--- src/rtl/jvm_fetch_sequencer_if.sv ---
// IRAM byte-request handshake between the fetch sequencer (master) and instruction RAM (slave).
interface jvm_fetch_sequencer_if;
    logic [7:0] iram_data;
    logic       iram_valid;
    logic       iram_req;

    modport master (
        output iram_req,
        input  iram_data,
        input  iram_valid
    );

    modport slave (
        input  iram_req,
        output iram_data,
        output iram_valid
    );
endinterface

--- src/rtl/jvm_fetch_sequencer.sv ---
// JVM front-end sequencer: opcode fetch with WIDE prefix, operand walk, micro-op chain stepping.
// Optional operand capture register is built when SM_PARAM_CAPTURE_EN is defined.
module jvm_fetch_sequencer #(
    parameter int unsigned ADR_W     = 8,
    parameter int unsigned PARAM_LEN = 3,
    parameter int unsigned MAX_BYTES = 8,
    parameter logic [7:0]  WIDE_OP   = 8'hC4
) (
    input  logic                   clk,
    input  logic                   reset,
    input  logic                   waiting,
    jvm_fetch_sequencer_if.master  iram,
    input  logic [PARAM_LEN-1:0]   parameter_number,
    input  logic [ADR_W-1:0]       next_adr,
    input  logic                   iter_ready,
    output logic [1:0]             state,
    output logic [ADR_W-1:0]       com_adr,
    output logic [7:0]             jvm_opcode,
    output logic                   q_select,
    output logic                   param_even,
    output logic                   push_wide,
    output logic                   is_wide,
    output logic                   instr_done,
    output logic [8*MAX_BYTES-1:0] param_data
);

    localparam int unsigned CntW = $clog2(MAX_BYTES + 1);

    typedef enum logic [1:0] {
        StFetch   = 2'd0,
        StDecode  = 2'd1,
        StParams  = 2'd2,
        StIterate = 2'd3
    } state_e;

    state_e           state_q;
    logic [ADR_W-1:0] com_adr_q;
    logic [7:0]       opcode_q;
    logic             q_select_q;
    logic             param_even_q;
    logic             push_wide_q;
    logic             is_wide_q;
    logic             instr_done_q;
    logic [CntW-1:0]  counter_q;
    logic [CntW-1:0]  total_q;

    logic [PARAM_LEN:0] shifted;
    logic [CntW-1:0]    total_calc;
    logic               bytes_left;
    logic               byte_ack;

    // Operand count doubles once under WIDE and saturates so the counter never wraps.
    always_comb begin
        shifted = is_wide_q ? {parameter_number, 1'b0} : {1'b0, parameter_number};
        if (32'(shifted) > MAX_BYTES) begin
            total_calc = CntW'(MAX_BYTES);
        end else begin
            total_calc = CntW'(shifted);
        end
    end

    assign bytes_left = (counter_q < total_q);
    assign byte_ack   = (state_q == StParams) && bytes_left && !param_even_q && iram.iram_valid;

    assign iram.iram_req = reset && !waiting &&
                           ((state_q == StFetch) ||
                            ((state_q == StParams) && bytes_left && !param_even_q));

    always_ff @(posedge clk or negedge reset) begin
        if (!reset) begin
            state_q      <= StFetch;
            com_adr_q    <= '0;
            opcode_q     <= '0;
            q_select_q   <= 1'b0;
            param_even_q <= 1'b0;
            push_wide_q  <= 1'b0;
            is_wide_q    <= 1'b0;
            instr_done_q <= 1'b0;
            counter_q    <= '0;
            total_q      <= '0;
        end else if (!waiting) begin
            push_wide_q  <= 1'b0;
            instr_done_q <= 1'b0;
            unique case (state_q)
                StFetch: begin
                    if (iram.iram_valid) begin
                        opcode_q <= iram.iram_data;
                        state_q  <= StDecode;
                    end
                end
                StDecode: begin
                    counter_q <= '0;
                    total_q   <= total_calc;
                    if (opcode_q == WIDE_OP) begin
                        is_wide_q <= 1'b1;
                        state_q   <= StFetch;
                    end else if (total_calc != '0) begin
                        q_select_q <= 1'b0;
                        state_q    <= StParams;
                    end else begin
                        com_adr_q  <= ADR_W'(opcode_q);
                        q_select_q <= 1'b1;
                        is_wide_q  <= 1'b0;
                        state_q    <= StIterate;
                    end
                end
                StParams: begin
                    if (bytes_left) begin
                        // Accept phase then advance phase: every operand byte costs two cycles.
                        if (!param_even_q) begin
                            if (iram.iram_valid) begin
                                param_even_q <= 1'b1;
                            end
                        end else begin
                            counter_q    <= counter_q + CntW'(1);
                            param_even_q <= 1'b0;
                        end
                    end else begin
                        push_wide_q  <= 1'b1;
                        com_adr_q    <= ADR_W'(opcode_q);
                        q_select_q   <= 1'b1;
                        param_even_q <= 1'b0;
                        is_wide_q    <= 1'b0;
                        state_q      <= StIterate;
                    end
                end
                StIterate: begin
                    is_wide_q <= 1'b0;
                    if (iter_ready) begin
                        if (next_adr == '0) begin
                            instr_done_q <= 1'b1;
                            q_select_q   <= 1'b0;
                            state_q      <= StFetch;
                        end else begin
                            com_adr_q <= next_adr;
                        end
                    end
                end
                default: state_q <= StFetch;
            endcase
        end
    end

`ifdef SM_PARAM_CAPTURE_EN
    logic [8*MAX_BYTES-1:0] param_q;

    always_ff @(posedge clk or negedge reset) begin
        if (!reset) begin
            param_q <= '0;
        end else if (!waiting) begin
            if (state_q == StDecode) begin
                param_q <= '0;
            end else if (byte_ack) begin
                param_q <= {param_q[8*MAX_BYTES-9:0], iram.iram_data};
            end
        end
    end

    assign param_data = param_q;
`else
    logic unused_byte_ack;
    assign unused_byte_ack = byte_ack;
    assign param_data      = '0;
`endif

    assign state      = state_q;
    assign com_adr    = com_adr_q;
    assign jvm_opcode = opcode_q;
    assign q_select   = q_select_q;
    assign param_even = param_even_q;
    assign push_wide  = push_wide_q;
    assign is_wide    = is_wide_q;
    assign instr_done = instr_done_q;

endmodule

--- src/flat_wrapper.sv ---
// flat-port wrapper written by rule: the top's interface ports become plain ports
module jvm_fetch_sequencer_flat 
#(
    parameter int unsigned ADR_W     = 8,
    parameter int unsigned PARAM_LEN = 3,
    parameter int unsigned MAX_BYTES = 8,
    parameter logic [7:0]  WIDE_OP   = 8'hC4
)
  (clk, reset, waiting, parameter_number, next_adr, iter_ready, state, com_adr, jvm_opcode, q_select, param_even, push_wide, is_wide, instr_done, param_data, iram_iram_req, iram_iram_data, iram_iram_valid);
  jvm_fetch_sequencer_if iram_i ();
  input  logic clk;
  input  logic reset;
  input  logic waiting;
  input  logic [PARAM_LEN-1:0] parameter_number;
  input  logic [ADR_W-1:0] next_adr;
  input  logic iter_ready;
  output logic [1:0] state;
  output logic [ADR_W-1:0] com_adr;
  output logic [7:0] jvm_opcode;
  output logic q_select;
  output logic param_even;
  output logic push_wide;
  output logic is_wide;
  output logic instr_done;
  output logic [8*MAX_BYTES-1:0] param_data;
  output wire logic [$bits(iram_i.iram_req)-1:0] iram_iram_req;
  input wire logic [$bits(iram_i.iram_data)-1:0] iram_iram_data;
  input wire logic [$bits(iram_i.iram_valid)-1:0] iram_iram_valid;
  assign iram_iram_req = iram_i.iram_req;
  assign iram_i.iram_data = iram_iram_data;
  assign iram_i.iram_valid = iram_iram_valid;
  jvm_fetch_sequencer #(.ADR_W(ADR_W), .PARAM_LEN(PARAM_LEN), .MAX_BYTES(MAX_BYTES), .WIDE_OP(WIDE_OP)) u_core (.clk(clk), .reset(reset), .waiting(waiting), .iram(iram_i), .parameter_number(parameter_number), .next_adr(next_adr), .iter_ready(iter_ready), .state(state), .com_adr(com_adr), .jvm_opcode(jvm_opcode), .q_select(q_select), .param_even(param_even), .push_wide(push_wide), .is_wide(is_wide), .instr_done(instr_done), .param_data(param_data));
endmodule
--- config.mk ---
export PLATFORM = sky130hd
export DESIGN_NAME = jvm_fetch_sequencer_flat
export DESIGN_NICKNAME = d
export VERILOG_FILES = /design/src/rtl/jvm_fetch_sequencer_if.sv /design/src/rtl/jvm_fetch_sequencer.sv /design/src/flat_wrapper.sv
export SDC_FILE = /design/constraint.sdc
export NUM_CORES = 1
export LEC_CHECK = 0
export ABC_AREA = 0
export ABC_CLOCK_PERIOD_IN_PS = 2900
export CAP_MARGIN = 20
export CORE_MARGIN = 2
export CORE_UTILIZATION = 44
export CTS_CLUSTER_DIAMETER = 200
export DETAILED_ROUTE_END_ITERATION = 8
export MAX_ROUTING_LAYER = met4
export PLACE_DENSITY = 0.93
export SYNTH_ARGS = -nofsm -noshare
export SYNTH_HDL_FRONTEND = slang
export SYNTH_SLANG_ARGS = --single-unit
export TNS_END_PERCENT = 100
--- constraint.sdc ---
create_clock -name clk -period 2.9 [get_ports clk]
set_input_delay 0.58 -clock clk [delete_from_list [all_inputs] [get_ports clk]]
set_output_delay 0.58 -clock clk [all_outputs]
set_load 0.02 [all_outputs]
Yosys cells after proc, flatten, opt, wreduce, memory -nomap -nowiden
Cells that the tools add are included.
Word-level totals
  memories: 0
  memory bits (read-only): 0
  bits in registers: 31
  input bits: 24
  output and inout port bits: 88
  bits in writable memories: 0
  latch bits: 0
Operators by class
  multiplexer cells: 36
  div/mod/pow operators: 0
  reductions and logical operators: 20
  add/sub/neg operators: 1
  multiply operators: 0
  $lt $le $gt $ge: 2
  bitwise operators: 1
  equal/unequal tests: 14
  shift-type cells: 0
Operators by type and width (count)
  2-to-1 mux 8 bit: 5
  case mux 8 bit (3 select lines): 1
  2-to-1 mux 1 bit: 17
  2-to-1 mux 4 bit: 4
  != test 2 bit (second input constant): 6
  2-to-1 mux 2 bit: 5
  == test 8 bit (second input constant): 1
  zero test 8 bit: 1
  case mux 2 bit (4 select lines): 1
  case mux 4 bit (2 select lines): 1
  AND reduction 4 bit: 2
  AND reduction 7 bit: 1
  != test 2 x 1 -> 1 bit (second input constant): 3
  case mux 1 bit (3 select lines): 2
  AND reduction 6 bit: 1
  AND reduction 5 bit: 1
  adder 4 x 1 -> 4 bit (second input constant): 1
  == test 2 bit (second input constant): 2
  > comparator 4 bit (second input constant): 1
  logical AND 1 bit: 4
  less-than comparator 4 bit: 1
  AND reduction 2 bit: 2
  nonzero test 4 bit: 1
  != test 3 x 2 -> 1 bit (second input constant): 1
  8 further kinds: 9

Longest topological paths before layout
  depth in word-level cells: 7
  mapped depth: 7
  gate-level depth less buffers: 7

Least setup slack after synthesis
Ideal clock, no wire load.
  path type: register to output
  start: reg u_core.counter_q[1]
  end: out iram_iram_req
  data required time: 2320 ps
  setup slack: 562 ps
  stages on the path, launching flop included: 7
  arrival time: 1758 ps
  path through: dfrtp_1 ha_1 o211ai_1 o21ai_0 nor2_1 a21oi_1 nor3b_1
Between the ends
  cells in the longest elaborated chain, start to end: 5
RTL lines
  start: declaration: RTL line jvm_fetch_sequencer.sv:44  | logic [CntW-1:0] counter_q;
  start signal: assignment: RTL line jvm_fetch_sequencer.sv:115  | counter_q <= counter_q + CntW'(1);
  less-than comparator 4 bit: RTL line jvm_fetch_sequencer.sv:62  | assign bytes_left = (counter_q < total_q);
  logical AND 1 bit: RTL line jvm_fetch_sequencer.sv:67  | ((state_q == StParams) && bytes_left && !param_even_q));
  logical AND 1 bit
  logical OR 1 bit: RTL line jvm_fetch_sequencer.sv:66  | ((state_q == StFetch) ||
  logical AND 1 bit: RTL line jvm_fetch_sequencer.sv:65  | assign iram.iram_req = reset && !waiting &&
  end: declaration: RTL line flat_wrapper.sv:26  | output wire logic [$bits(iram_i.iram_req)-1:0] iram_iram_req;
No other way between the ends.

Worst setup path after layout
Ends and elaborated chain as after synthesis.

==> flow_summary.yaml <==
run_status:
  status: "finished clean"
floorplan:
  dieArea_um2: 5590
  start_util_pct: 46.0
  num_rows: 25
  die_x_um: 74.7
  coreArea_um2: 4790
  num_io_pins: 112
  dieHeight_um: 74.7
timing:
  setup_viol: 0
  worstMarginPinSlew_ps: 583
  finalCritPeriodShare_pct: 94.2
  whs_ps: 481
  max-slew-margin-rel_pct: 60.2
  fin_crit_ps: 2730
  final_hold_viol_count: 0
  finalSetupTns_ps: 0
  fin_skew_ps: 5.72
  final_max_slew_viol_count: 0
  max_freq_mhz: 366
  rsz0062_at_grt: "no"
global_route:
  met3_usage_pct: 5.76
  use_met2_pct: 31.1
  grt_pass1_wl_um: 7610
  grt_start_max_net_pins: 32
  use_met1_pct: 21.3
  grt_pass1_vias: 1576
  grt-ovfl-total: 0
  grt_usage_pct: 19.0
  grt-busiest-layer: "met2"
  antenna_found_initial: 0
synthesis:
  synth-xor-area-share_pct: 0
  syn-cell-area_um2: 2200
  syn_area_per_cell_um2: 10.1
  synth_compound_area_share_pct: 11.7
  postSynthCellCount: 217
  yosys_warnings: 0
  synth.largest_area_cell: "dfrtp_1"
  ys.flop_type: "dfrtp_1"
  synth.area.mux_share_pct: 13.7
  synthTopCellsByCount: "64 x buf_4, 31 x dfrtp_1, 25 x mux2_2"
  yosysMostFrequentCell: "buf_4"
  synth_edf_count: 0
  synth-seq-cells: 31
  synth_top_family_by_area: "buffers and inverters"
  synth-async-reset-ratio_pct: 100
  netlist.area_leader.share_pct: 35.2
  ys_seq_area_share_pct: 35.2
  synthTopCellsByArea: "dfrtp_1 35%, buf_4 22%, mux2_2 13%, ha_1 5.1%, a22o_1 2.0%"
  ys_types: 34
  yosys.area_share.simple_pct: 9.89
  synthAdderAreaFrac_pct: 5.11
critical_path:
  r2r_start: "u_core.counter_q[3]"
  ff2ff_path_depth: 6
  cp-startpoint: "u_core.counter_q[1]"
  cp_data_required_time_ps: 2320
  endpoint_kind: "output port"
  start_kind: "flip-flop"
  critPathKind: "reg2out"
  critPathMaxFanout: 5
  cp_data_arrival_time_ps: 2150
run:
  maxCapViolCount: 0
drt:
  wirelength_um: 4650
  viasPerCell: 4.69
  drc: 0
  firstDrtPassIters: 4
  ant_nets: 0
  wl_per_cell_um: 13.8
  vias: 1582
  drt_iter0_drc: 38
hold_path:
  hold_start: "u_core.total_q[0]"
  hold_path_depth: 2
  hold_path_class: "reg2reg"
placement:
  routabilityCongestion: 0.949
  post_dp_cell_area_um2: 2530
  io_buffers: 47
  hpwl_um: 3630
cts:
  path_clk_slew_ps: 70
  root_buffer: "clkbuf_8"
  cts.sinks: 31
  clk_latency_ps: 280
  cts_setup_buffers: 0
  cts_tree: "yes"
  cts_buffer_depth: 2
  htreeDepth: 2
  cts_made_buffers: 5
cells_and_area:
  multiInputGateArea_um2: 1130
  nets: 303
  area_growth_pct: 18.9
  layout-drive-gt1-share_pct: 15.6
  regArea_um2: 776
  n_antenna_cell: 0
  nFillCells: 429
  design_area_um2: 2620
power_and_ir_drop:
  power.leakage_uw: 0.00121
  peakVddDrop_v: 0.000644
  cellPowerDensity_nw_per_um2: 929
  power.total_uw: 2430
-- report_power, final --
group	total, uW	switching [uW]	internal [uW]
clock network	343	157	186
registers	764	158	606
logic	1330	691	636
-- final timing paths --
kind / endpoint / slack [ps]
worst max-delay path: iram_iram_req / 170
worst min-delay path: u_core.total_q[0] / 480
worst max register to register: u_core.com_adr[6] / 770
worst min register to register: u_core.total_q[0] / 480
max in group asynchronous: u_core.jvm_opcode[6] / 1810
min in group asynchronous: u_core.counter_q[1] / 810
-- area by class of cell --
| class | count | share of cell area, % |
|---|---|---|
| timing repair buffer | 51 | 19.1 |
| inverter | 10 | 1.43 |
| multi-input combinational | 171 | 43.3 |
| clock buffer | 6 | 3.15 |
| sequential | 31 | 29.6 |
| tap | 67 | 3.20 |
| clock inverter | 1 | 0.191 |
-- flip-flops by register name, indices dropped and copies added, names as in the netlist, 4 cells and up, named ones only --
| register | count |
|---|---|
| u_core.counter_q | 4 |
| u_core.total_q | 4 |
| u_core.com_adr | 8 |
| u_core.jvm_opcode | 8 |
-- metrics by stage --
step	setup slack (ps)	util (%)	std cells
after detailed placement	164	52.8	330
after CTS	162	54.7	337
after floorplan	562	-	280
final	167	54.7	337
after global placement	232	52.8	330
after global routing	34.6	54.7	337
-- kinds of logic (layout without fill, tap and decap cells) --
kind of cell    Yosys count  after routing
compound gates           35             35
fa+ha+maj                 9              9
buf+inv                  78             68
flops                    31             31
mux                      27             27
other cells               1             64
simple gates             36             36
-- what timing repair did --
action                                  in CTS  in global routing
endpoints found under the setup margin       1                  0
resized for setup                            2                  0
hold buffers                                 0                  0
-- layout by cell type (no fill, tap or decap), types with 2 or more instances in the layout --
cell / n
o21ai_0: 8
clkbuf_8: 6
a31oi_1: 2
clkdlybuf4s50_1: 46
nand3b_1: 2
a22o_1: 5
nor3_1: 2
nand3_1: 3
nand2b_1: 4
nor2b_1: 3
nor4_1: 4
o211ai_1: 2
conb_1: 64
dfrtp_1: 31
mux2i_1: 2
nand2_1: 9
o21a_1: 2
buf_4: 4
mux2_2: 25
a21oi_1: 7
o22ai_1: 2
inv_1: 10
nor3b_1: 2
ha_1: 9
nor2_1: 3
-- layer usage --
| layer | share of wire, % | wire [um] |
|---|---|---|
| met2 | 52 | 2410 |
| met1 | 37 | 1730 |
| met3 | 7.7 | 357 |
| met4 | 3.3 | 155 |
| met5 | 0 | 0 |
-- critical path: stages (launching register included) --
cell and delay (ps):
dfrtp_1 430, ha_1 290, o211ai_1 230, o21ai_0 180, nor2_1 150, a21oi_1 80
nor3b_1 160, dlygate4sd2_1 350
(Power assumes the default switching activity.)
